### src/rtl/pipe_hazard_ctrl.sv
// Hazard, forwarding and halt controller for an in-order pipeline of NUM_STAGES stages.
// Tracks in-flight work from EX to the last stage and drives front-end enables and forwarding selects.
module pipe_hazard_ctrl #(
  parameter int unsigned NUM_STAGES = 5,
  parameter int unsigned EX_STAGE   = 2,
  parameter int unsigned LOAD_STAGE = 3,
  parameter int unsigned NUM_SRC    = 2,
  parameter int unsigned REG_AW     = 5,
  parameter int unsigned CNT_W      = 32,
  localparam int unsigned FWD_W     = $clog2(NUM_STAGES - EX_STAGE)
) (
  input  logic                        clk,
  input  logic                        rst_n,
  input  logic                        ext_stall,
  input  logic                        id_valid,
  input  logic [REG_AW-1:0]           id_rd,
  input  logic                        id_wen,
  input  logic                        id_is_load,
  input  logic                        id_is_halt,
  input  logic [NUM_SRC*REG_AW-1:0]   id_rs,
  input  logic [NUM_SRC-1:0]          id_rs_used,
  input  logic                        ex_mispredict,
  output logic                        pc_en,
  output logic                        ifid_en,
  output logic                        ifid_flush,
  output logic                        idex_en,
  output logic                        idex_bubble,
  output logic [NUM_SRC*FWD_W-1:0]    fwd_sel,
  output logic                        halt_done,
  output logic [CNT_W-1:0]            stall_cnt,
  output logic [CNT_W-1:0]            flush_cnt
);

  // Entry j holds the instruction in stage EX_STAGE+j.
  localparam int unsigned NE = NUM_STAGES - EX_STAGE;
  localparam int unsigned LU = LOAD_STAGE - EX_STAGE;

  logic                      v_q   [NE];
  logic [REG_AW-1:0]         rd_q  [NE];
  logic                      wen_q [NE];
  logic                      ld_q  [NE];
  logic                      hlt_q [NE];
  logic [NUM_SRC*REG_AW-1:0] ex_rs_q;
  logic [NUM_SRC-1:0]        ex_used_q;
  logic                      halt_pending_q;
  logic                      halt_latch_q;

  logic flush_c;
  logic loaduse_c;
  logic stall_c;

  // Load-use detection against loads whose data is not yet available.
  always_comb begin
    flush_c   = ex_mispredict & v_q[0] & ~ext_stall;
    loaduse_c = 1'b0;
    for (int j = 0; j < int'(LU); j++) begin
      for (int i = 0; i < int'(NUM_SRC); i++) begin
        if (id_valid && id_rs_used[i] && (id_rs[i*REG_AW +: REG_AW] != '0) &&
            v_q[j] && wen_q[j] && ld_q[j] && (rd_q[j] == id_rs[i*REG_AW +: REG_AW]))
          loaduse_c = 1'b1;
      end
    end
    stall_c = loaduse_c & ~flush_c & ~ext_stall;
  end

  assign pc_en       = ~ext_stall & ~stall_c & ~halt_pending_q;
  assign ifid_en     = ~ext_stall & ~stall_c;
  assign ifid_flush  = ~ext_stall & (flush_c | halt_pending_q);
  assign idex_en     = ~ext_stall;
  assign idex_bubble = stall_c | flush_c | halt_pending_q | ~id_valid;
  assign halt_done   = halt_latch_q | (v_q[NE-1] & hlt_q[NE-1]);

  // Youngest matching producer beyond EX supplies each EX operand.
  always_comb begin
    fwd_sel = '0;
    for (int i = 0; i < int'(NUM_SRC); i++) begin
      logic             found;
      logic [FWD_W-1:0] sel;
      found = 1'b0;
      sel   = '0;
      if (v_q[0] && ex_used_q[i] && (ex_rs_q[i*REG_AW +: REG_AW] != '0)) begin
        for (int j = 1; j < int'(NE); j++) begin
          if (!found && v_q[j] && wen_q[j] && (rd_q[j] == ex_rs_q[i*REG_AW +: REG_AW])) begin
            sel   = FWD_W'(j);
            found = 1'b1;
          end
        end
      end
      fwd_sel[i*FWD_W +: FWD_W] = sel;
    end
  end

  always_ff @(posedge clk or negedge rst_n) begin
    if (!rst_n) begin
      for (int j = 0; j < int'(NE); j++) begin
        v_q[j]   <= 1'b0;
        rd_q[j]  <= '0;
        wen_q[j] <= 1'b0;
        ld_q[j]  <= 1'b0;
        hlt_q[j] <= 1'b0;
      end
      ex_rs_q        <= '0;
      ex_used_q      <= '0;
      halt_pending_q <= 1'b0;
      halt_latch_q   <= 1'b0;
      stall_cnt      <= '0;
      flush_cnt      <= '0;
    end else begin
      if (halt_done)
        halt_latch_q <= 1'b1;
      if (!ext_stall) begin
        for (int j = int'(NE) - 1; j > 0; j--) begin
          v_q[j]   <= v_q[j-1];
          rd_q[j]  <= rd_q[j-1];
          wen_q[j] <= wen_q[j-1];
          ld_q[j]  <= ld_q[j-1];
          hlt_q[j] <= hlt_q[j-1];
        end
        v_q[0]    <= ~idex_bubble;
        rd_q[0]   <= id_rd;
        wen_q[0]  <= id_wen;
        ld_q[0]   <= id_is_load;
        hlt_q[0]  <= id_is_halt;
        ex_rs_q   <= id_rs;
        ex_used_q <= id_rs_used;
        if (!idex_bubble && id_is_halt)
          halt_pending_q <= 1'b1;
        if (stall_c && (stall_cnt != '1))
          stall_cnt <= stall_cnt + CNT_W'(1);
        if (flush_c && (flush_cnt != '1))
          flush_cnt <= flush_cnt + CNT_W'(1);
      end
    end
  end

endmodule
### config.mk
export PLATFORM = sky130hd
export DESIGN_NAME = pipe_hazard_ctrl
export DESIGN_NICKNAME = d
export VERILOG_FILES = /design/src/rtl/pipe_hazard_ctrl.sv
export SDC_FILE = /design/constraint.sdc
export NUM_CORES = 1
export LEC_CHECK = 0
export CAP_MARGIN = 20
export CORE_MARGIN = 2
export CORE_UTILIZATION = 40
export CTS_CLUSTER_DIAMETER = 200
export DETAILED_ROUTE_END_ITERATION = 10
export HOLD_SLACK_MARGIN = 0.1
export SYNTH_ARGS = -nofsm -noshare
export SYNTH_HDL_FRONTEND = slang
export SYNTH_SLANG_ARGS = --single-unit
### constraint.sdc
create_clock -name clk -period 2.7 [get_ports clk]
set_input_delay 0.675 -clock clk [delete_from_list [all_inputs] [get_ports clk]]
set_output_delay 0.675 -clock clk [all_outputs]
set_load 0.05 [all_outputs]
==> out/results.ini <==
[setup_path]
reg2reg_to=stall_cnt[1]
criticalPathCategory=in2out
regToRegStartpoint=rd_q[14]
end_kind=primary output
path_max_fanout=2
crit_path_cell_trace=buf_6 > nor4_4 > nor3_2 > o211ai_1 > buf_4 > buf_6 > a21oi_2 > or4_4 > buf_8
critPathTopFamily=simple AND/OR/NAND/NOR gates
reg2reg_slack_ps=370
worst-path-buf-inv=4
worstPathRequired_ps=2030
r2r_cells=8
slowest_stage=or4_4
crit_top_cell=buf_6
max_stage_delay_ps=430
crit_arrival_ps=2200
startpoint=id_rs[0]
startpoint_type=input pin

[cells_and_area]
post-route-cell-area_um2=6750
n_antenna_cell=0
nFillCells=1077
syn_to_final_growth_pct=35.4
fin_nets=581
seq_area_um2=2580
multi_input_area_um2=2420
fin_cells=727
drive_gt1_share_pct=22.2

[timing]
grt_setup_unrepaired=true
period_needed_ps=2870
whs_ps=280
worst_slack_ps=-171
report.final.slew_viol_count=0
fmax_ghz=0.348
finalSetupViolCount=3
hold_viol=0
maxSlewHeadroom_pct=65.7
worst_pin_slew_ps=513
fin_crit_sh_pct=106
fin_worst_skew_ps=11.3

[floorplanning]
num_rows=40
dieArea_um2=13400
die_w_um=116
ios=99
placeableCoreArea_um2=12100
fp.dieH_um=116
start_util_pct=41.2

[hold_path]
hp-class=in2async

[synth]
yosys_most_used_dff=dfrtp_1
synth.cell_area_um2=4990
ys_seq_elements=103
avgSynthCellArea_um2=11.5
syn_nets=460
synth_enable_flop_cells=0
synth_cells=433
async_flop_share_pct=100
ys_seq_area_share_pct=51.7
synth_cell_type_count=44
yosysWarningCount=0

[clock_network]
cts_tree=done
htree_num_levels=3
clkLatencyLatePin_ps=350
postCtsHoldBufs=0
clkTransAtPathRegs_ps=70
cts_root_buffer=clkbuf_16
clk_path_buf_depth=2
clock_sinks=103
numCtsBuffers=9

[grt]
gr-usage-all-layers_pct=18.5
grt_overflow=0
antenna_found_initial=0
grt_max_degree=50
grt_pass1_wl_um=19300
grt_pass1_vias=3779

[run]
cap_violations=0

[place]
gp_congestion=0.845
post-dp-hpwl_um=8380
numPortBuffers=98
place_inst=707
postPlaceCellArea_um2=6400

[pwr]
power.density_nw_per_um2=518
p_leak_nw=2.91
ir_worst_vdd_uv=250
p_total_mw=3.50

[run_status]
violations=setup timing
outcome=finished, violations left

[detailed_routing]
post-route-drc-count=0
avgViaCountPerCell=5.17
drtPass1Iterations=4
routedWlPerCell_um=16.1
drt_iter0_markers=161
ant_nets=0
dr_total_vias=3758
drt_wl_total_um=11700

==> power breakdown <==
part / switching (mW) / total (mW) / internal (mW)
clock network: 0.580 / 1.29 / 0.712
logic: 0.243 / 0.467 / 0.224
registers: 0.105 / 1.74 / 1.63
total: 0.928 / 3.50 / 2.57
==> synthesized netlist by cell type, types with 2 or more instances <==
| cell type | n | area, µm² |
|---|---|---|
| o211ai_1 | 4 | 30.0 |
| nor2_1 | 24 | 90.1 |
| nand3_1 | 16 | 80.1 |
| nor4_1 | 6 | 37.5 |
| buf_2 | 5 | 25.0 |
| nand2_1 | 28 | 105 |
| and3_1 | 12 | 75.1 |
| a21oi_1 | 3 | 15.0 |
| xor2_1 | 41 | 359 |
| o21a_1 | 2 | 15.0 |
| nor3_1 | 9 | 45.0 |
| mux2_2 | 36 | 405 |
| and4_4 | 2 | 22.5 |
| nor2b_1 | 2 | 12.5 |
| ha_1 | 2 | 25.0 |
| and4_1 | 10 | 87.6 |
| nor3_2 | 4 | 40.0 |
| or4_1 | 3 | 22.5 |
| clkbuf_1 | 4 | 15.0 |
| inv_1 | 5 | 18.8 |
| a21o_1 | 3 | 22.5 |
| and3_2 | 3 | 22.5 |
| buf_1 | 3 | 11.3 |
| xnor2_1 | 47 | 412 |
| dfrtp_1 | 103 | 2580 |
| nand4_1 | 28 | 175 |
| and2_1 | 11 | 68.8 |
==> per-stage QoR <==
stage,setup TNS (ps),util [%],setup slack (ps)
after global routing,-655,55.7,-267
final,-348,55.7,-171
after global placement,-4710,52.8,-636
after floorplan,-419,-,-262
after detailed placement,-6230,52.8,-666
after CTS,-355,55.5,-147
==> cell usage in the layout, fill, tap and decap left out, types with 8 or more instances in the layout <==
cell             netlist  layout
and2_1                11      11
and3_1                12      12
and4_1                10      10
buf_12                 0       8
buf_4                  1      24
clkbuf_16              0       9
clkdlybuf4s50_1        0      74
dfrtp_1              103     103
mux2_2                36      36
nand2_1               28      27
nand3_1               16      16
nand4_1               28      28
nor2_1                24      23
xnor2_1               47      47
xor2_1                41      41
==> layout make-up <==
type                    instances  share of cell area, %
repair buffers                123                   18.3
well taps                     168                   3.11
clock buffers                   9                   3.34
clock inverters                 7                  0.945
inverters                       5                  0.278
multi-input cells             312                   35.9
flip-flops and latches        103                   38.2
==> cell families (layout without fill, tap and decap cells) <==
| logic type | count (synthesis) | after routing | synth area share (%) |
|---|---|---|---|
| AO/OA/AOI/OAI | 19 | 19 | 2.99 |
| XOR/XNOR | 88 | 88 | 15.5 |
| adder cells (fa/ha/maj) | 2 | 2 | 0.502 |
| buffers and inverters | 18 | 144 | 1.56 |
| flip-flops | 103 | 103 | 51.7 |
| multiplexers | 37 | 37 | 8.36 |
| AND/OR/NAND/NOR | 166 | 166 | 19.4 |
==> sequential cells by signal, summed over array words and instances (netlist names) <==
register and count:
ex_rs_q 10, ex_used_q 2, flush_cnt 32, halt_latch_q 1
halt_pending_q 1, hlt_q 3, ld_q 1, rd_q 15
stall_cnt 32, v_q 3, wen_q 3
==> timing repair <==
action                                  4_1_cts  5_1_grt
resized for setup                            41        5
endpoints found under the setup margin        3        6
pin swaps                                    11        4
buffers inserted                              5        0
==> worst max path at each step <==
| stage | end | slack (ps) | cells past startpoint |
|---|---|---|---|
| after global routing | idex_bubble | -270 | 9 |
| after floorplan | pc_en | -260 | 6 |
| after detailed placement | idex_bubble | -670 | 7 |
| final | idex_bubble | -170 | 9 |
| after CTS | idex_bubble | -150 | 9 |
| after global placement | idex_bubble | -640 | 7 |
==> routing by layer <==
| metal | global-route usage, % | vias up | part of all wire (%) |
|---|---|---|---|
| met2 | 28.0 | 86 | 46 |
| met5 | 0 | - | 0 |
| met4 | 7.22 | 0 | 1.5 |
| met1 | 26.7 | 1888 | 48 |
| met3 | 2.98 | 10 | 4.3 |
| li1 | - | 1774 | - |
No activity file was read; power rests on OpenSTA's default activity.
